## src/rtl/hs_slave_mux_if.sv

```systemverilog
`default_nettype none
// ============================================================================
//  Module      : hs_slave_mux_if
//  Description : Bundle of the per-channel req/ack/data lines and the capture
//                FIFO drain port of hs_slave_mux. The slave modport is the
//                mux side; the master modport is the channel masters plus the
//                downstream consumer.
//  Revision    : 1.0 - initial release
// ============================================================================
interface hs_slave_mux_if #(
    parameter int DATA_W     = 8,
    parameter int N_CH       = 4,
    parameter int FIFO_DEPTH = 8
);
    localparam int c_CH_W  = (N_CH > 1) ? $clog2(N_CH) : 1;
    localparam int c_CNT_W = $clog2(FIFO_DEPTH + 1);

    logic [N_CH-1:0]        req;
    logic [N_CH*DATA_W-1:0] data_in;
    logic [N_CH-1:0]        ack;
    logic [N_CH*DATA_W-1:0] last_word;
    logic                   out_valid;
    logic [DATA_W-1:0]      out_data;
    logic [c_CH_W-1:0]      out_ch;
    logic                   out_ready;
    logic [c_CNT_W-1:0]     fifo_count;
    logic                   timeout_err;
    logic [c_CH_W-1:0]      err_ch;

    modport slave (
        input  req, data_in, out_ready,
        output ack, last_word, out_valid, out_data, out_ch,
               fifo_count, timeout_err, err_ch
    );

    modport master (
        output req, data_in, out_ready,
        input  ack, last_word, out_valid, out_data, out_ch,
               fifo_count, timeout_err, err_ch
    );
endinterface
`default_nettype wire

```

## src/rtl/hs_slave_mux.sv

```systemverilog
`default_nettype none
// ============================================================================
//  Module      : hs_slave_mux
//  Description : N_CH 4-phase req/ack slave channels served by one shared
//                handshake engine with round-robin arbitration. Each accepted
//                word is pushed, tagged with its channel, into a capture FIFO
//                drained with valid/ready. Includes ack hold time, FIFO
//                backpressure, per-channel last word and a req-drop timeout.
//  Revision    : 1.0 - initial release
// ============================================================================
module hs_slave_mux #(
    parameter int DATA_W     = 8,
    parameter int N_CH       = 4,
    parameter int ACK_HOLD   = 2,
    parameter int FIFO_DEPTH = 8,
    parameter int TIMEOUT    = 16
) (
    input wire            clk,
    input wire            rst,
    hs_slave_mux_if.slave bus
);
    localparam int c_CH_W   = (N_CH > 1) ? $clog2(N_CH) : 1;
    localparam int c_CNT_W  = $clog2(FIFO_DEPTH + 1);
    localparam int c_PTR_W  = $clog2(FIFO_DEPTH);
    localparam int c_HOLD_W = $clog2(ACK_HOLD + 1);
    localparam int c_TO_W   = (TIMEOUT > 0) ? $clog2(TIMEOUT + 1) : 1;
    localparam int c_ENT_W  = c_CH_W + DATA_W;
    localparam int c_IDX_W  = c_CH_W + 1;

    typedef enum logic [1:0] {
        ST_IDLE = 2'd0,
        ST_ACK  = 2'd1,
        ST_DROP = 2'd2
    } state_t;

    state_t                 state_q;
    logic [c_CH_W-1:0]      gch_q;
    logic [c_CH_W-1:0]      rr_q;
    logic [c_CH_W-1:0]      rr_d;
    logic [c_CH_W-1:0]      err_ch_q;
    logic [N_CH-1:0]        stale_q;
    logic [N_CH-1:0]        ack_q;
    logic [c_HOLD_W-1:0]    hold_q;
    logic [c_TO_W-1:0]      to_q;
    logic                   timeout_err_q;
    logic [N_CH*DATA_W-1:0] last_word_q;

    logic [c_ENT_W-1:0]     mem_q [FIFO_DEPTH];
    logic [c_PTR_W-1:0]     wr_ptr_q;
    logic [c_PTR_W-1:0]     rd_ptr_q;
    logic [c_CNT_W-1:0]     count_q;
    logic [c_CNT_W-1:0]     count_d;

    logic [N_CH-1:0]        w_elig;
    logic                   w_any;
    logic [c_CH_W-1:0]      w_gnt;
    logic [c_IDX_W-1:0]     w_idx;
    logic [DATA_W-1:0]      w_cap_data;
    logic [N_CH-1:0]        w_gnt_oh;
    logic [N_CH-1:0]        w_gch_oh;
    logic                   w_full;
    logic                   w_push;
    logic                   w_pop;

    // A channel that timed out stays ineligible until its master drops req.
    assign w_elig     = bus.req & ~stale_q;
    assign w_full     = (count_q == c_CNT_W'(FIFO_DEPTH));
    assign w_push     = (state_q == ST_IDLE) && w_any && !w_full;
    assign w_pop      = (count_q != '0) && bus.out_ready;
    assign w_cap_data = bus.data_in[int'(w_gnt)*DATA_W +: DATA_W];
    assign w_gnt_oh   = {{(N_CH-1){1'b0}}, 1'b1} << w_gnt;
    assign w_gch_oh   = {{(N_CH-1){1'b0}}, 1'b1} << gch_q;
    assign rr_d       = (w_gnt == c_CH_W'(N_CH - 1)) ? '0 : w_gnt + c_CH_W'(1);

    // Round-robin search: first eligible channel at or above rr, wrapping.
    always_comb begin
        w_any = 1'b0;
        w_gnt = '0;
        w_idx = '0;
        for (int k = 0; k < N_CH; k++) begin
            w_idx = {1'b0, rr_q} + c_IDX_W'(k);
            if (w_idx >= c_IDX_W'(N_CH)) begin
                w_idx = w_idx - c_IDX_W'(N_CH);
            end
            if (!w_any && w_elig[w_idx[c_CH_W-1:0]]) begin
                w_any = 1'b1;
                w_gnt = w_idx[c_CH_W-1:0];
            end
        end
    end

    // Handshake engine: capture in IDLE, hold ack, then wait for req release.
    always_ff @(posedge clk) begin
        if (rst) begin
            state_q       <= ST_IDLE;
            gch_q         <= '0;
            rr_q          <= '0;
            err_ch_q      <= '0;
            stale_q       <= '0;
            ack_q         <= '0;
            hold_q        <= '0;
            to_q          <= '0;
            timeout_err_q <= 1'b0;
            last_word_q   <= '0;
        end else begin
            timeout_err_q <= 1'b0;
            stale_q       <= stale_q & bus.req;
            case (state_q)
                ST_IDLE: begin
                    if (w_push) begin
                        gch_q   <= w_gnt;
                        rr_q    <= rr_d;
                        hold_q  <= c_HOLD_W'(ACK_HOLD);
                        ack_q   <= w_gnt_oh;
                        state_q <= ST_ACK;
                        last_word_q[int'(w_gnt)*DATA_W +: DATA_W] <= w_cap_data;
                    end
                end
                ST_ACK: begin
                    if (hold_q == c_HOLD_W'(1)) begin
                        ack_q   <= '0;
                        to_q    <= '0;
                        state_q <= ST_DROP;
                    end else begin
                        hold_q <= hold_q - c_HOLD_W'(1);
                    end
                end
                ST_DROP: begin
                    if (!bus.req[gch_q]) begin
                        state_q <= ST_IDLE;
                    end else if (TIMEOUT > 0) begin
                        if (to_q == c_TO_W'(TIMEOUT - 1)) begin
                            timeout_err_q <= 1'b1;
                            err_ch_q      <= gch_q;
                            stale_q       <= (stale_q & bus.req) | w_gch_oh;
                            state_q       <= ST_IDLE;
                        end else begin
                            to_q <= to_q + c_TO_W'(1);
                        end
                    end
                end
                default: begin
                    state_q <= ST_IDLE;
                    ack_q   <= '0;
                end
            endcase
        end
    end

    // Occupancy after this edge's push and/or pop.
    always_comb begin
        count_d = count_q;
        case ({w_push, w_pop})
            2'b10:   count_d = count_q + c_CNT_W'(1);
            2'b01:   count_d = count_q - c_CNT_W'(1);
            default: count_d = count_q;
        endcase
    end

    // Capture storage; contents need no reset since the pointers gate them.
    always_ff @(posedge clk) begin
        if (w_push) begin
            mem_q[wr_ptr_q] <= {w_gnt, w_cap_data};
        end
    end

    // FIFO pointers and occupancy; pointers wrap naturally at FIFO_DEPTH.
    always_ff @(posedge clk) begin
        if (rst) begin
            wr_ptr_q <= '0;
            rd_ptr_q <= '0;
            count_q  <= '0;
        end else begin
            if (w_push) begin
                wr_ptr_q <= wr_ptr_q + c_PTR_W'(1);
            end
            if (w_pop) begin
                rd_ptr_q <= rd_ptr_q + c_PTR_W'(1);
            end
            count_q <= count_d;
        end
    end

    assign bus.ack         = ack_q;
    assign bus.last_word   = last_word_q;
    assign bus.out_valid   = (count_q != '0);
    assign bus.out_data    = mem_q[rd_ptr_q][DATA_W-1:0];
    assign bus.out_ch      = mem_q[rd_ptr_q][c_ENT_W-1:DATA_W];
    assign bus.fifo_count  = count_q;
    assign bus.timeout_err = timeout_err_q;
    assign bus.err_ch      = err_ch_q;

endmodule
`default_nettype wire
```

## src/flat_wrapper.sv

```systemverilog
// flat-port wrapper written by rule: the top's interface ports become plain ports
module hs_slave_mux_flat 
#(
    parameter int DATA_W     = 8,
    parameter int N_CH       = 4,
    parameter int ACK_HOLD   = 2,
    parameter int FIFO_DEPTH = 8,
    parameter int TIMEOUT    = 16
)
  (clk, rst, bus_req, bus_data_in, bus_out_ready, bus_ack, bus_last_word, bus_out_valid, bus_out_data, bus_out_ch, bus_fifo_count, bus_timeout_err, bus_err_ch);
  hs_slave_mux_if #(.DATA_W(DATA_W), .N_CH(N_CH), .FIFO_DEPTH(FIFO_DEPTH)) bus_i ();
  input wire clk;
  input wire rst;
  input wire logic [$bits(bus_i.req)-1:0] bus_req;
  input wire logic [$bits(bus_i.data_in)-1:0] bus_data_in;
  input wire logic [$bits(bus_i.out_ready)-1:0] bus_out_ready;
  output wire logic [$bits(bus_i.ack)-1:0] bus_ack;
  output wire logic [$bits(bus_i.last_word)-1:0] bus_last_word;
  output wire logic [$bits(bus_i.out_valid)-1:0] bus_out_valid;
  output wire logic [$bits(bus_i.out_data)-1:0] bus_out_data;
  output wire logic [$bits(bus_i.out_ch)-1:0] bus_out_ch;
  output wire logic [$bits(bus_i.fifo_count)-1:0] bus_fifo_count;
  output wire logic [$bits(bus_i.timeout_err)-1:0] bus_timeout_err;
  output wire logic [$bits(bus_i.err_ch)-1:0] bus_err_ch;
  assign bus_i.req = bus_req;
  assign bus_i.data_in = bus_data_in;
  assign bus_i.out_ready = bus_out_ready;
  assign bus_ack = bus_i.ack;
  assign bus_last_word = bus_i.last_word;
  assign bus_out_valid = bus_i.out_valid;
  assign bus_out_data = bus_i.out_data;
  assign bus_out_ch = bus_i.out_ch;
  assign bus_fifo_count = bus_i.fifo_count;
  assign bus_timeout_err = bus_i.timeout_err;
  assign bus_err_ch = bus_i.err_ch;
  hs_slave_mux #(.DATA_W(DATA_W), .N_CH(N_CH), .ACK_HOLD(ACK_HOLD), .FIFO_DEPTH(FIFO_DEPTH), .TIMEOUT(TIMEOUT)) u_core (.clk(clk), .rst(rst), .bus(bus_i));
endmodule
```

## config.mk

```make
export PLATFORM = sky130hd
export DESIGN_NAME = hs_slave_mux_flat
export DESIGN_NICKNAME = d
export VERILOG_FILES = /design/src/rtl/hs_slave_mux_if.sv /design/src/rtl/hs_slave_mux.sv /design/src/flat_wrapper.sv
export SDC_FILE = /design/constraint.sdc
export NUM_CORES = 1
export LEC_CHECK = 0
export CAP_MARGIN = 20
export CORE_MARGIN = 2
export CORE_UTILIZATION = 56
export CTS_BUF_LIST = sky130_fd_sc_hd__clkbuf_4
export CTS_CLUSTER_SIZE = 16
export DETAILED_ROUTE_END_ITERATION = 6
export MAX_ROUTING_LAYER = met4
export PLACE_DENSITY = 0.8
export SYNTH_ARGS = -nofsm -noshare
export SYNTH_HDL_FRONTEND = slang
export SYNTH_SLANG_ARGS = --single-unit
```

## constraint.sdc

```tcl
create_clock -name clk -period 3.2 [get_ports clk]
set_input_delay 0.32 -clock clk [delete_from_list [all_inputs] [get_ports clk]]
set_output_delay 0.32 -clock clk [all_outputs]
set_load 0.1 [all_outputs]
```

==> flow_summary.json <==
{
  "worst_setup_hold_path_clk_slew_ns": 0.13,
  "drt_pass1_iterations": 5,
  "p_switching_uw": 2630,
  "post-route-util": 0.694,
  "design_power_total_uw": 6080,
  "die_area_um2": 11800,
  "worst_setup_path_start_kind": "register",
  "dp.final_hpwl_um": 8870,
  "synth-edff-count": 80,
  "ys.flop_type": "sky130_fd_sc_hd__edfxtp_1",
  "dr.first_iter.drc_count": 266,
  "drc_markers": 0,
  "maxCapViolCount": 0,
  "postRouteWirelength_um": 12800,
  "grt_start_max_net_pins": 56,
  "cts_made_buffers": 17,
  "power.clock.fraction": 0.168,
  "global_route.usage.total": 0.239,
  "grt_setup_unrepaired": "false",
  "hold_class": "primary input to register",
  "final_count_of_negative_setup_slack_endpoints": 0,
  "critical_path.startpoint": "u_core.bus.fifo_count[0]$_SDFFE_PP0P_",
  "avgSynthCellArea_um2": 13.9,
  "static_leak_uw": 0.00261,
  "clock.fmax_mhz": 365,
  "num_vias": 3943,
  "cts_hold_buf": 0,
  "result_of_the_run": "finished, final reports clean",
  "portBuffers": 92,
  "worst_margin_pin_slew_ns": 1.03,
  "wire_per_inst_um": 18.2,
  "antenna_violating_nets_left": 0,
  "critical_path.max_stage_delay_ns": 0.60,
  "final.setup_skew_ns": 0.0162,
  "num_io_pins": 93,
  "seqPwrFrac": 0.411,
  "worst-setup-path-type": "register to register",
  "insertion_delay_ns": 0.54,
  "synthesis.area_um2": 6150,
  "insertedDiodeCount": 0,
  "ctsRootBufferMaster": "sky130_fd_sc_hd__clkbuf_4",
  "areaGrowthSynthToFinish_pct": 21.8,
  "h-tree-depth": 4,
  "cell_family_with_the_largest_share_of_critical_path_delay": "simple AND/OR/NAND/NOR gates",
  "cp_data_required_time_ns": 3.66,
  "synth_nets": 493,
  "post-cts-setup-buffers": 0,
  "timing.hold.worst.start": "bus_req[1]",
  "timing.critical_path.to_type": "register",
  "tritoncts_num_sinks": 149,
  "floorplan.core_area_um2": 10800,
  "synth-async-reset-ratio": 0,
  "synth_sequential_area_ratio": 0.615,
  "num_rows": 38,
  "critical_path.slowest_cell": "sky130_fd_sc_hd__or4b_1",
  "timing.critical_path.buf_inv": 1,
  "timing.final.crit_share": 0.856,
  "arrival_time_at_the_worst_endpoint_ns": 3.20,
  "power_frac_comb": 0.421,
  "first_global_vias": 3953,
  "slew_headroom": 0.311,
  "finalWeightedCongestion": 0.797,
  "clockBufferDepth": 2,
  "drt-vias-per-instance": 5.64,
  "die-width_um": 109,
  "drive_gt1_frac": 0.195,
  "worstPathMaxFanout": 8,
  "number_of_antenna_violations_at_the_first_check_in_global_routing": 0,
  "cts_resized": 0,
  "synth_seq_cells": 149,
  "synthesis_warning_total": 0,
  "netlist-cell-type-count": 56,
  "finalNetCount": 598,
  "hold_viol": 0,
  "p_int_uw": 3450,
  "period_needed_ns": 2.74,
  "grt-ovfl-total": 0,
  "p_per_area_nw_per_um2": 812,
  "power.ir.vdd_worst_mv": 0.676,
  "netlist_instances": 441,
  "initial_utilization": 0.570,
  "netSwitchingFraction": 0.433,
  "worst_r2r_startpoint": "u_core.bus.fifo_count[0]$_SDFFE_PP0P_",
  "slew_violations": 0,
  "clock_tree_from_tritoncts": "done",
  "die_h_um": 109,
  "grt_pass1_wl_um": 20100,
  "cp_cell_sequence": "or4b_1, o41a_2, and2_1, clkinv_2, ha_1, xor2_1, ha_1, a21oi_1, xor2_1, or3_1, a21oi_1"
}
==> metal layers <==
metal | track usage | share of wire | up-vias
met1 | 0.280 | 0.42 | 1922
met4 | 0.0925 | 0.011 | 0
met3 | 0.0574 | 0.050 | 13
met5 | - | 0 | -
met2 | 0.400 | 0.52 | 115
li1 | - | - | 1893
==> stage by stage <==
stage | TNS [ns] | worst slack [ns] | instances | cell area, um^2 | hold WS [ns]
after floorplan | -0.204 | -0.0199 | 441 | 6170 | 0.428
after global placement | 0 | 0.226 | 666 | 7240 | 0.439
after detailed placement | 0 | 0.123 | 666 | 7240 | 0.447
after CTS | 0 | 0.453 | 698 | 7490 | 0.352
after global routing | 0 | 0.294 | 699 | 7490 | 0.369
final | 0 | 0.460 | 699 | 7490 | 0.395
==> layout make-up <==
cell class	count	area (um^2)
Fill cell	770	3300
Clock inverter	15	119
Sequential cell	149	3790
Timing Repair Buffer	109	1010
Multi-Input combinational cell	244	2180
Clock buffer	17	128
Inverter	25	95.1
Tap cell	140	175
==> worst min-delay path: stages <==
cell and delay, ns:
sky130_fd_sc_hd__clkdlybuf4s50_1 0.44, sky130_fd_sc_hd__nand2_1 0.08, sky130_fd_sc_hd__a21oi_1 0.05
==> synth_stat cells, types with 4 or more instances <==
| cell type | count | share of area |
|---|---|---|
| sky130_fd_sc_hd__a21oi_1 | 19 | 0.015 |
| sky130_fd_sc_hd__buf_2 | 9 | 0.0073 |
| sky130_fd_sc_hd__clkbuf_1 | 9 | 0.0055 |
| sky130_fd_sc_hd__dfxtp_1 | 69 | 0.22 |
| sky130_fd_sc_hd__edfxtp_1 | 80 | 0.39 |
| sky130_fd_sc_hd__ha_1 | 13 | 0.026 |
| sky130_fd_sc_hd__inv_1 | 23 | 0.014 |
| sky130_fd_sc_hd__mux2_2 | 10 | 0.018 |
| sky130_fd_sc_hd__mux2i_1 | 28 | 0.046 |
| sky130_fd_sc_hd__mux4_2 | 21 | 0.077 |
| sky130_fd_sc_hd__nand2_1 | 21 | 0.013 |
| sky130_fd_sc_hd__nand3_1 | 6 | 0.0049 |
| sky130_fd_sc_hd__nor2_1 | 23 | 0.014 |
| sky130_fd_sc_hd__nor3_1 | 6 | 0.0049 |
| sky130_fd_sc_hd__nor3b_1 | 4 | 0.0049 |
| sky130_fd_sc_hd__o2bb2ai_1 | 16 | 0.023 |
| sky130_fd_sc_hd__o32ai_1 | 16 | 0.023 |
| sky130_fd_sc_hd__or3_1 | 4 | 0.0041 |
| sky130_fd_sc_hd__xor2_1 | 8 | 0.011 |
==> path summary, 6_finish.rpt <==
| kind | end | slack (ns) | depth (start not counted) |
|---|---|---|---|
| min reg2reg | u_core.to_q[4]$_SDFFE_PP0P_ | 0.46 | 2 |
| max reg2reg | u_core.bus.fifo_count[2]$_SDFFE_PP0P_ | 0.46 | 11 |
| min | u_core.stale_q[1]$_SDFF_PP0_ | 0.39 | 3 |
| max | u_core.bus.fifo_count[2]$_SDFFE_PP0P_ | 0.46 | 11 |
==> registers in the layout, summed over array words and instances (netlist names), named ones only <==
| name | count |
|---|---|
| u_core.to_q | 5 |
| u_core.rd_ptr_q | 3 |
| u_core.stale_q | 4 |
| u_core.bus.err_ch | 2 |
| u_core.bus.ack | 4 |
| u_core.bus.fifo_count | 4 |
| u_core.hold_q | 2 |
| u_core.wr_ptr_q | 3 |
| u_core.bus.last_word | 32 |
| u_core.bus.timeout_err | 1 |
| u_core.gch_q | 2 |
| u_core.rr_q | 2 |
| u_core.state_q | 2 |
| u_core.mem_q | 80 |
==> cell usage in the layout (no fill, tap or decap), types with 3 or more instances in the layout <==
| cell type | Yosys | routed |
|---|---|---|
| sky130_fd_sc_hd__clkinvlp_4 | 0 | 3 |
| sky130_fd_sc_hd__o32ai_1 | 16 | 16 |
| sky130_fd_sc_hd__nor3_1 | 6 | 6 |
| sky130_fd_sc_hd__ha_1 | 13 | 13 |
| sky130_fd_sc_hd__inv_6 | 0 | 6 |
| sky130_fd_sc_hd__or3_1 | 4 | 4 |
| sky130_fd_sc_hd__edfxtp_1 | 80 | 80 |
| sky130_fd_sc_hd__clkdlybuf4s50_1 | 0 | 79 |
| sky130_fd_sc_hd__nand4_1 | 3 | 3 |
| sky130_fd_sc_hd__clkbuf_4 | 0 | 17 |
| sky130_fd_sc_hd__mux2_2 | 10 | 10 |
| sky130_fd_sc_hd__o21a_1 | 3 | 3 |
| sky130_fd_sc_hd__nor2_1 | 23 | 23 |
| sky130_fd_sc_hd__o2bb2ai_1 | 16 | 16 |
| sky130_fd_sc_hd__buf_4 | 1 | 29 |
| sky130_fd_sc_hd__dfxtp_1 | 69 | 67 |
| sky130_fd_sc_hd__xor2_1 | 8 | 8 |
| sky130_fd_sc_hd__inv_1 | 23 | 23 |
| sky130_fd_sc_hd__a21oi_1 | 19 | 19 |
| sky130_fd_sc_hd__nand3_1 | 6 | 6 |
| sky130_fd_sc_hd__and3_1 | 3 | 3 |
| sky130_fd_sc_hd__nor3b_1 | 4 | 3 |
| sky130_fd_sc_hd__o21ai_0 | 3 | 3 |
| sky130_fd_sc_hd__nand3b_1 | 3 | 3 |
| sky130_fd_sc_hd__mux2i_1 | 28 | 28 |
| sky130_fd_sc_hd__nand2_1 | 21 | 21 |
| sky130_fd_sc_hd__mux4_2 | 21 | 21 |
==> cell families (layout without fill, tap and decap cells) <==
group	count (synthesis)	count (layout)	synth area share
fa+ha+maj	13	13	0.0264
flops	149	149	0.615
simple gates	93	93	0.0828
xor+xnor	9	9	0.0128
buf+inv	48	166	0.0344
compound gates	70	70	0.0877
mux	59	59	0.141
==> power groups by stage <==
stage               combinational, uW  clock (uW)  sequential (uW)
floorplan                        1680           0             2830
global placement                 2510           0             2520
detailed placement               2570           0             2540
CTS                              2580        1050             2500
global route                     2710        1120             2520
finish                           2560        1020             2500
Power figures use the tool's default switching activity.
